**config.mk**
```make
export PLATFORM = sky130hd
export DESIGN_NAME = sad_search_ctrl
export DESIGN_NICKNAME = d
export VERILOG_FILES = /design/src/rtl/fsbm_pkg.sv /design/src/rtl/sad_min_tracker.sv /design/src/rtl/sad_search_ctrl.sv
export SDC_FILE = /design/constraint.sdc
export NUM_CORES = 1
export LEC_CHECK = 0
export CELL_PAD_IN_SITES_DETAIL_PLACEMENT = 1
export CELL_PAD_IN_SITES_GLOBAL_PLACEMENT = 1
export CORE_ASPECT_RATIO = 0.75
export CORE_MARGIN = 3
export CORE_UTILIZATION = 30
export DETAILED_ROUTE_END_ITERATION = 10
export HOLD_SLACK_MARGIN = 0.15
export PLACE_DENSITY_LB_ADDON = 0.08
export SYNTH_ARGS = -nofsm -noshare
export SYNTH_HDL_FRONTEND = slang
export SYNTH_SLANG_ARGS = --single-unit
export TNS_END_PERCENT = 100
```
**constraint.sdc**
```tcl
create_clock -name clk -period 2.6 [get_ports clk]
set_clock_uncertainty 0.05 [all_clocks]
set_input_delay 0.39 -clock clk [delete_from_list [all_inputs] [get_ports clk]]
set_output_delay 0.39 -clock clk [all_outputs]
set_load 0.1 [all_outputs]
```
**src/rtl/fsbm_pkg.sv**
```systemverilog
// Shared types for the full-search block-matching controller.
// Latency: n/a (types and constants only).
// Backpressure: n/a.
// Contents: default SAD width, all-ones SAD sentinel, controller state enum,
//           and the candidate position record carried down the valid pipeline.
package fsbm_pkg;

  localparam int SAD_W = 12;
  localparam logic [SAD_W-1:0] SAD_MAX = '1;

  // Position fields are sized for windows up to 256x256; the controller
  // zero-extends its narrower counters into them.
  localparam int POS_W = 8;

  typedef enum logic [1:0] {
    IDLE  = 2'd0,
    SCAN  = 2'd1,
    DRAIN = 2'd2,
    DONE  = 2'd3
  } state_t;

  typedef struct packed {
    logic [POS_W-1:0] x;
    logic [POS_W-1:0] y;
  } pos_t;

endpackage

```
**src/rtl/sad_min_tracker.sv**
```systemverilog
// Running minimum of PE sums with the position that produced it.
// Latency: best_* reflect a valid sample on the cycle after it is sampled.
// Backpressure: none; every valid sample is consumed on the edge it arrives.
// Ports: clk, rst_n (sync, active-low), clear (restart tracking), sample/pos/pe_sum
//        (one aligned PE result), best_sad/best_x/best_y (current minimum).
//        With SAD_EARLY_EXIT_EN: early_thresh in, thresh_hit out (sticky until clear).
module sad_min_tracker
  import fsbm_pkg::*;
#(
  parameter int SAD_W = fsbm_pkg::SAD_W,
  parameter int XW    = 4,
  parameter int YW    = 4
) (
  input  logic             clk,
  input  logic             rst_n,
  input  logic             clear,
  input  logic             sample,
  input  pos_t             pos,
  input  logic [SAD_W-1:0] pe_sum,
`ifdef SAD_EARLY_EXIT_EN
  input  logic [SAD_W-1:0] early_thresh,
  output logic             thresh_hit,
`endif
  output logic [SAD_W-1:0] best_sad,
  output logic [XW-1:0]    best_x,
  output logic [YW-1:0]    best_y
);

  logic             first_q;
  logic [SAD_W-1:0] sad_q;
  pos_t             pos_q;
  logic             take;

  // The first result is always taken so an all-ones SAD still records its
  // position; afterwards only a strictly smaller sum wins, so the earliest
  // raster position survives ties.
  assign take = sample && (first_q || (pe_sum < sad_q));

  always_ff @(posedge clk) begin
    if (!rst_n || clear) begin
      first_q <= 1'b1;
      sad_q   <= '1;
      pos_q   <= '0;
    end else if (take) begin
      first_q <= 1'b0;
      sad_q   <= pe_sum;
      pos_q   <= pos;
    end
  end

`ifdef SAD_EARLY_EXIT_EN
  logic hit_q;

  always_ff @(posedge clk) begin
    if (!rst_n || clear) begin
      hit_q <= 1'b0;
    end else if (take && (pe_sum <= early_thresh)) begin
      hit_q <= 1'b1;
    end
  end

  assign thresh_hit = hit_q;
`endif

  assign best_sad = sad_q;
  assign best_x   = XW'(pos_q.x);
  assign best_y   = YW'(pos_q.y);

  // Upper position bits are always zero for the configured window.
  logic unused_pos_bits;
  assign unused_pos_bits = ^{pos_q.x, pos_q.y};

endmodule

```
**src/rtl/sad_search_ctrl.sv**
```systemverilog
// Sequences one raster full-search pass of a 4x4 SAD PE and keeps the best match.
// Latency: SEARCH_W*SEARCH_H + PE_LAT + 2 cycles start->done with cand_ready high.
// Backpressure: cand_ready low stalls issue indefinitely; position and cand_req hold.
// Ports: clk, rst_n (sync, active-low), start; cand_req/cand_ready/cand_x/cand_y
//        toward the window buffer; pe_enable/pe_sum to/from the PE; busy, done,
//        best_sad/best_x/best_y results.
// Optional macro SAD_EARLY_EXIT_EN adds early_thresh in / early_exit out: a new
// best at or below the threshold stops issuing and the pass drains early.
module sad_search_ctrl
  import fsbm_pkg::*;
#(
  parameter  int SEARCH_W = 16,
  parameter  int SEARCH_H = 16,
  parameter  int PE_LAT   = 2,
  parameter  int SAD_W    = fsbm_pkg::SAD_W,
  localparam int XW       = $clog2(SEARCH_W),
  localparam int YW       = $clog2(SEARCH_H)
) (
  input  logic             clk,
  input  logic             rst_n,
  input  logic             start,
  output logic             cand_req,
  input  logic             cand_ready,
  output logic [XW-1:0]    cand_x,
  output logic [YW-1:0]    cand_y,
  output logic             pe_enable,
  input  logic [SAD_W-1:0] pe_sum,
  output logic             busy,
  output logic             done,
`ifdef SAD_EARLY_EXIT_EN
  input  logic [SAD_W-1:0] early_thresh,
  output logic             early_exit,
`endif
  output logic [SAD_W-1:0] best_sad,
  output logic [XW-1:0]    best_x,
  output logic [YW-1:0]    best_y
);

  state_t        state, state_nxt;
  logic [XW-1:0] x_q;
  logic [YW-1:0] y_q;
  logic          accept;
  logic          fire;
  logic          last_pos;
  logic          stop_scan;

  // Stage i holds the fire issued i edges ago; stage PE_LAT lines up with
  // the edge on which the PE presents that candidate's sum.
  logic [PE_LAT:1] vld_pipe;
  pos_t            pos_pipe [1:PE_LAT];

`ifdef SAD_EARLY_EXIT_EN
  logic thresh_hit;
  logic early_q;
  assign stop_scan = thresh_hit;
`else
  assign stop_scan = 1'b0;
`endif

  assign accept    = (state == IDLE) && start;
  assign fire      = cand_req && cand_ready;
  assign pe_enable = fire;
  assign last_pos  = (x_q == XW'(SEARCH_W - 1)) && (y_q == YW'(SEARCH_H - 1));
  assign cand_x    = x_q;
  assign cand_y    = y_q;

  always_ff @(posedge clk) begin
    if (!rst_n) begin
      state <= IDLE;
    end else begin
      state <= state_nxt;
    end
  end

  always_comb begin
    state_nxt = state;
    cand_req  = 1'b0;
    busy      = 1'b0;
    done      = 1'b0;
    case (state)
      IDLE: begin
        if (start) state_nxt = SCAN;
      end
      SCAN: begin
        busy = 1'b1;
        // Once a threshold hit is registered no further candidate fires.
        cand_req = !stop_scan;
        if (stop_scan || (fire && last_pos)) state_nxt = DRAIN;
      end
      DRAIN: begin
        busy = 1'b1;
        if (vld_pipe == '0) state_nxt = DONE;
      end
      DONE: begin
        done      = 1'b1;
        state_nxt = IDLE;
      end
      default: state_nxt = IDLE;
    endcase
  end

  // Raster position counters; they wrap within range even after the final fire.
  always_ff @(posedge clk) begin
    if (!rst_n || accept) begin
      x_q <= '0;
      y_q <= '0;
    end else if (fire) begin
      if (x_q == XW'(SEARCH_W - 1)) begin
        x_q <= '0;
        y_q <= (y_q == YW'(SEARCH_H - 1)) ? '0 : y_q + YW'(1);
      end else begin
        x_q <= x_q + XW'(1);
      end
    end
  end

  always_ff @(posedge clk) begin
    if (!rst_n) begin
      vld_pipe <= '0;
    end else begin
      vld_pipe[1] <= fire;
      for (int i = 2; i <= PE_LAT; i++) begin
        vld_pipe[i] <= vld_pipe[i-1];
      end
    end
  end

  // Position payload needs no reset: it is only consumed under vld_pipe.
  always_ff @(posedge clk) begin
    pos_pipe[1] <= '{x: POS_W'(x_q), y: POS_W'(y_q)};
    for (int i = 2; i <= PE_LAT; i++) begin
      pos_pipe[i] <= pos_pipe[i-1];
    end
  end

`ifdef SAD_EARLY_EXIT_EN
  // Records that issuing was cut short; a hit arriving after the window was
  // fully issued does not count as an early exit.
  always_ff @(posedge clk) begin
    if (!rst_n || accept) begin
      early_q <= 1'b0;
    end else if ((state == SCAN) && thresh_hit) begin
      early_q <= 1'b1;
    end
  end

  assign early_exit = early_q && ((state == DONE) || (state == IDLE));
`endif

  sad_min_tracker #(
    .SAD_W (SAD_W),
    .XW    (XW),
    .YW    (YW)
  ) u_tracker (
    .clk          (clk),
    .rst_n        (rst_n),
    .clear        (accept),
    .sample       (vld_pipe[PE_LAT]),
    .pos          (pos_pipe[PE_LAT]),
    .pe_sum       (pe_sum),
`ifdef SAD_EARLY_EXIT_EN
    .early_thresh (early_thresh),
    .thresh_hit   (thresh_hit),
`endif
    .best_sad     (best_sad),
    .best_x       (best_x),
    .best_y       (best_y)
  );

endmodule

```
==> results.toml <==
[outcome]
status = "completed"

[global_route]
gr-total-overflow = 0
grt_antenna_before_repair = 0
gr-usage-all-layers_pct = 12.09
grt_pass1_wl_um = 7465
grt_pass1_vias = 1512
grt_max_degree = 25

[detailed_routing]
vias = 1520
viasPerCell = 4.431
wl_per_cell_um = 12.99
wl_met2_um = 1802
first_pass_iters = 4
drtIter0Drc = 19
routed_wl_um = 4456
top_layer_used = "met4"
drt-met1-wl_um = 2384
dr_wl_met3_um = 213
ant_nets = 0
drc = 0

[clocking]
clk_latency_ns = 0.30
cts_setup_buffers = 0
hold_buffers = 0
cts_sinks = 49
cts_buffer_depth = 2
cts_resized = 0
clk_root_buffer_cell = "clkbuf_8"
cts_tree = "yes"
cts_buffers = 5
clk_pin_slew_ns = 0.09
ctsHtreeMaxLevel = 2

[flow_run]
maxCapViolCount = 0

[sta]
tightest_slew_ns = 0.6268
fmax_ghz = 0.4708
fin_crit_ns = 2.124
final-setup-viol-count = 0
slew_violations = 0
rsz0062_at_grt = "false"
fin_crit_sh_pct = 81.70
slew_headroom_pct = 58.21
finalHoldViolCount = 0
setup-tns-final_ns = 0

[worst_setup_path]
crit_path_start_kind = "primary input"
critical_path.slowest_cell = "clkdlybuf4s50_1"
required_ns = 2.79
critPathArrivalTime_ns = 2.31
endpoint = "u_tracker.best_sad[0]$_SDFFE_PP1P_"
worstPathCellList = "clkdlybuf4s50_1 -> ha_1 -> and4_1 -> a21oi_1 -> o221ai_2 -> a31oi_4 -> buf_12 -> mux2i_1"
reg2reg_slack_ns = 0.59
worstRegToRegCells = 8
reg2reg_to = "u_tracker.best_sad[0]$_SDFFE_PP1P_"
max_stage_delay_ns = 0.43
worst-path-max-fanout = 10
path_class = "primary input to flop"
critPathLaunch = "pe_sum[9]"
timing.rr.start = "u_tracker.best_sad[9]$_SDFFE_PP1P_"
setup.worst_path.end_class = "flop"

[die]
initial_utilization_pct = 31.77
die_w_um = 101.6
core_sq_um = 6475
chipHeight_um = 77.71
die_area_sq_um = 7897
rows = 25
ios = 48

[layout]
drive_above_1_share_pct = 20.23
diodes = 0
final_nets = 295
multi_input_area_sq_um = 980.9
fin_util_pct = 41.57
area_delta_synth_final_pct = 30.84
n_fill_cell = 762
seq_area_sq_um = 980.9

[synth]
syn_nets = 243
synth_area_per_cell_sq_um = 9.842
ys_top_cells_by_area = "dfxtp_1, ha_1, mux2i_1"
ys_warn_count = 0
synthCells = 209
synth_seq_cells = 49
yosysSeqAreaShare_pct = 47.69
yosysTopAreaCell = "dfxtp_1"
netlist.area_leader.share_pct = 47.69
yosysUniqueCellTypes = 34
syn-cell-area_sq_um = 2057

[placement]
portBuffers = 47
hpwl_um = 3369
globalplace.congestion = 0.7555

[power_and_ir_drop]
p_per_area_nw_per_um2 = 680.2
total_power_w = 0.001831
leakage_nw = 1.198
ir_drop_uv = 486.3

[hold_path]
hp-class = "flop to flop"
min-delay-start = "pos_pipe[1][0]$_DFF_P_"
state kept, by name, indices dropped and copies added (netlist names):
signal	count
u_tracker.best_sad	12
pos_pipe	16
cand_y	4
u_tracker.first_q	1
u_tracker.best_x	4
u_tracker.best_y	4
state	2
cand_x	4
vld_pipe	2
cell usage after synthesis, drive strengths merged:
| master | n |
|---|---|
| dfxtp | 49 |
| nor2 | 30 |
| nand2 | 29 |
| mux2i | 22 |
| ha | 18 |
| inv | 15 |
| a21oi | 7 |
| clkbuf | 4 |
| o21ai | 4 |
| buf | 3 |
| xor2 | 3 |
| a21o | 2 |
| and2 | 2 |
| and3 | 2 |
| nand2b | 2 |
| nand3 | 2 |
| nor3 | 2 |
| a2111oi | 1 |
| a31oi | 1 |
| and4 | 1 |
| mux2 | 1 |
| nand4 | 1 |
| nor2b | 1 |
| o211a | 1 |
| o211ai | 1 |
| o21a | 1 |
| o221ai | 1 |
| o31ai | 1 |
| or3 | 1 |
| xnor2 | 1 |
worst max-delay path: cells and delay by family:
kind	cells	cell delay (ns)
buf+inv	2	0.62
compound gates	3	0.54
mux	1	0.19
fa+ha+maj	1	0.34
simple gates	1	0.24
placed cells by master (no fill, tap or decap), types with 2 or more instances in the layout:
cell type	n
o21ai_0	3
inv_1	15
a21oi_1	7
buf_4	33
nand2_1	29
a21o_1	2
nand3_1	2
clkdlybuf4s50_1	15
mux2i_1	22
and3_1	2
and2_1	2
nor2_1	29
nor3_1	2
xor2_1	3
dfxtp_1	49
ha_1	17
buf_12	4
clkbuf_8	5
layer usage:
metal | GRT usage, % | vias up
li1 | - | 790
met1 | 17.91 | 694
met2 | 16.71 | 29
met3 | 3.324 | 7
met4 | 3.984 | 0
met5 | 0 | -
through the flow:
| step | hold slack (ns) | instances | setup slack (ns) | instance area (sq um) |
|---|---|---|---|---|
| 2_1_floorplan | 0.2596 | 209 | 0.09002 | 2059 |
| 3_3_place_gp | 0.2606 | 335 | 0.1615 | 2597 |
| 3_5_place_dp | 0.2632 | 335 | 0.1213 | 2597 |
| 4_1_cts | 0.2859 | 343 | 0.4583 | 2691 |
| 5_1_grt | 0.2931 | 343 | 0.3431 | 2691 |
| 6_report | 0.2849 | 343 | 0.4758 | 2691 |
kinds of logic (layout without fill, tap and decap cells):
family                     after synthesis  after routing  synth area share, %
and+or+nand+nor                         73             73                15.39
AOI/OAI and AO/OA                       20             20                8.272
DFF                                     49             49                47.69
buffers and inverters                   22             75                4.744
muxes                                   23             23                11.25
adders and majority gates               18             18                10.95
xor gates and xnor gates                 4              4                1.703
where the power goes:
group	switching (W)	internal [W]	total, W
Clock	0.000275	0.000195	0.000469
Combinational	0.000387	0.000168	0.000555
Sequential	0.0000257	0.000781	0.000807
layout make-up:
class,instances,area share [%]
multi-input combinational,138,36.45
sequential,49,36.45
clock inverter,3,0.9298
inverter,15,2.092
timing repair buffer,52,17.76
clock buffer,5,2.557
tap,81,3.766
how the worst min path moves through the flow:
stage / cells past startpoint / endpoint / slack, ns
5_1_grt: 0 / pos_pipe[2][11]$_DFF_P_ / 0.29
4_1_cts: 0 / pos_pipe[2][11]$_DFF_P_ / 0.29
6_report: 0 / pos_pipe[2][0]$_DFF_P_ / 0.28
3_5_place_dp: 0 / pos_pipe[2][10]$_DFF_P_ / 0.26
2_1_floorplan: 0 / pos_pipe[2][0]$_DFF_P_ / 0.26
3_3_place_gp: 0 / pos_pipe[2][9]$_DFF_P_ / 0.26
Power figures use the tool's default switching activity.
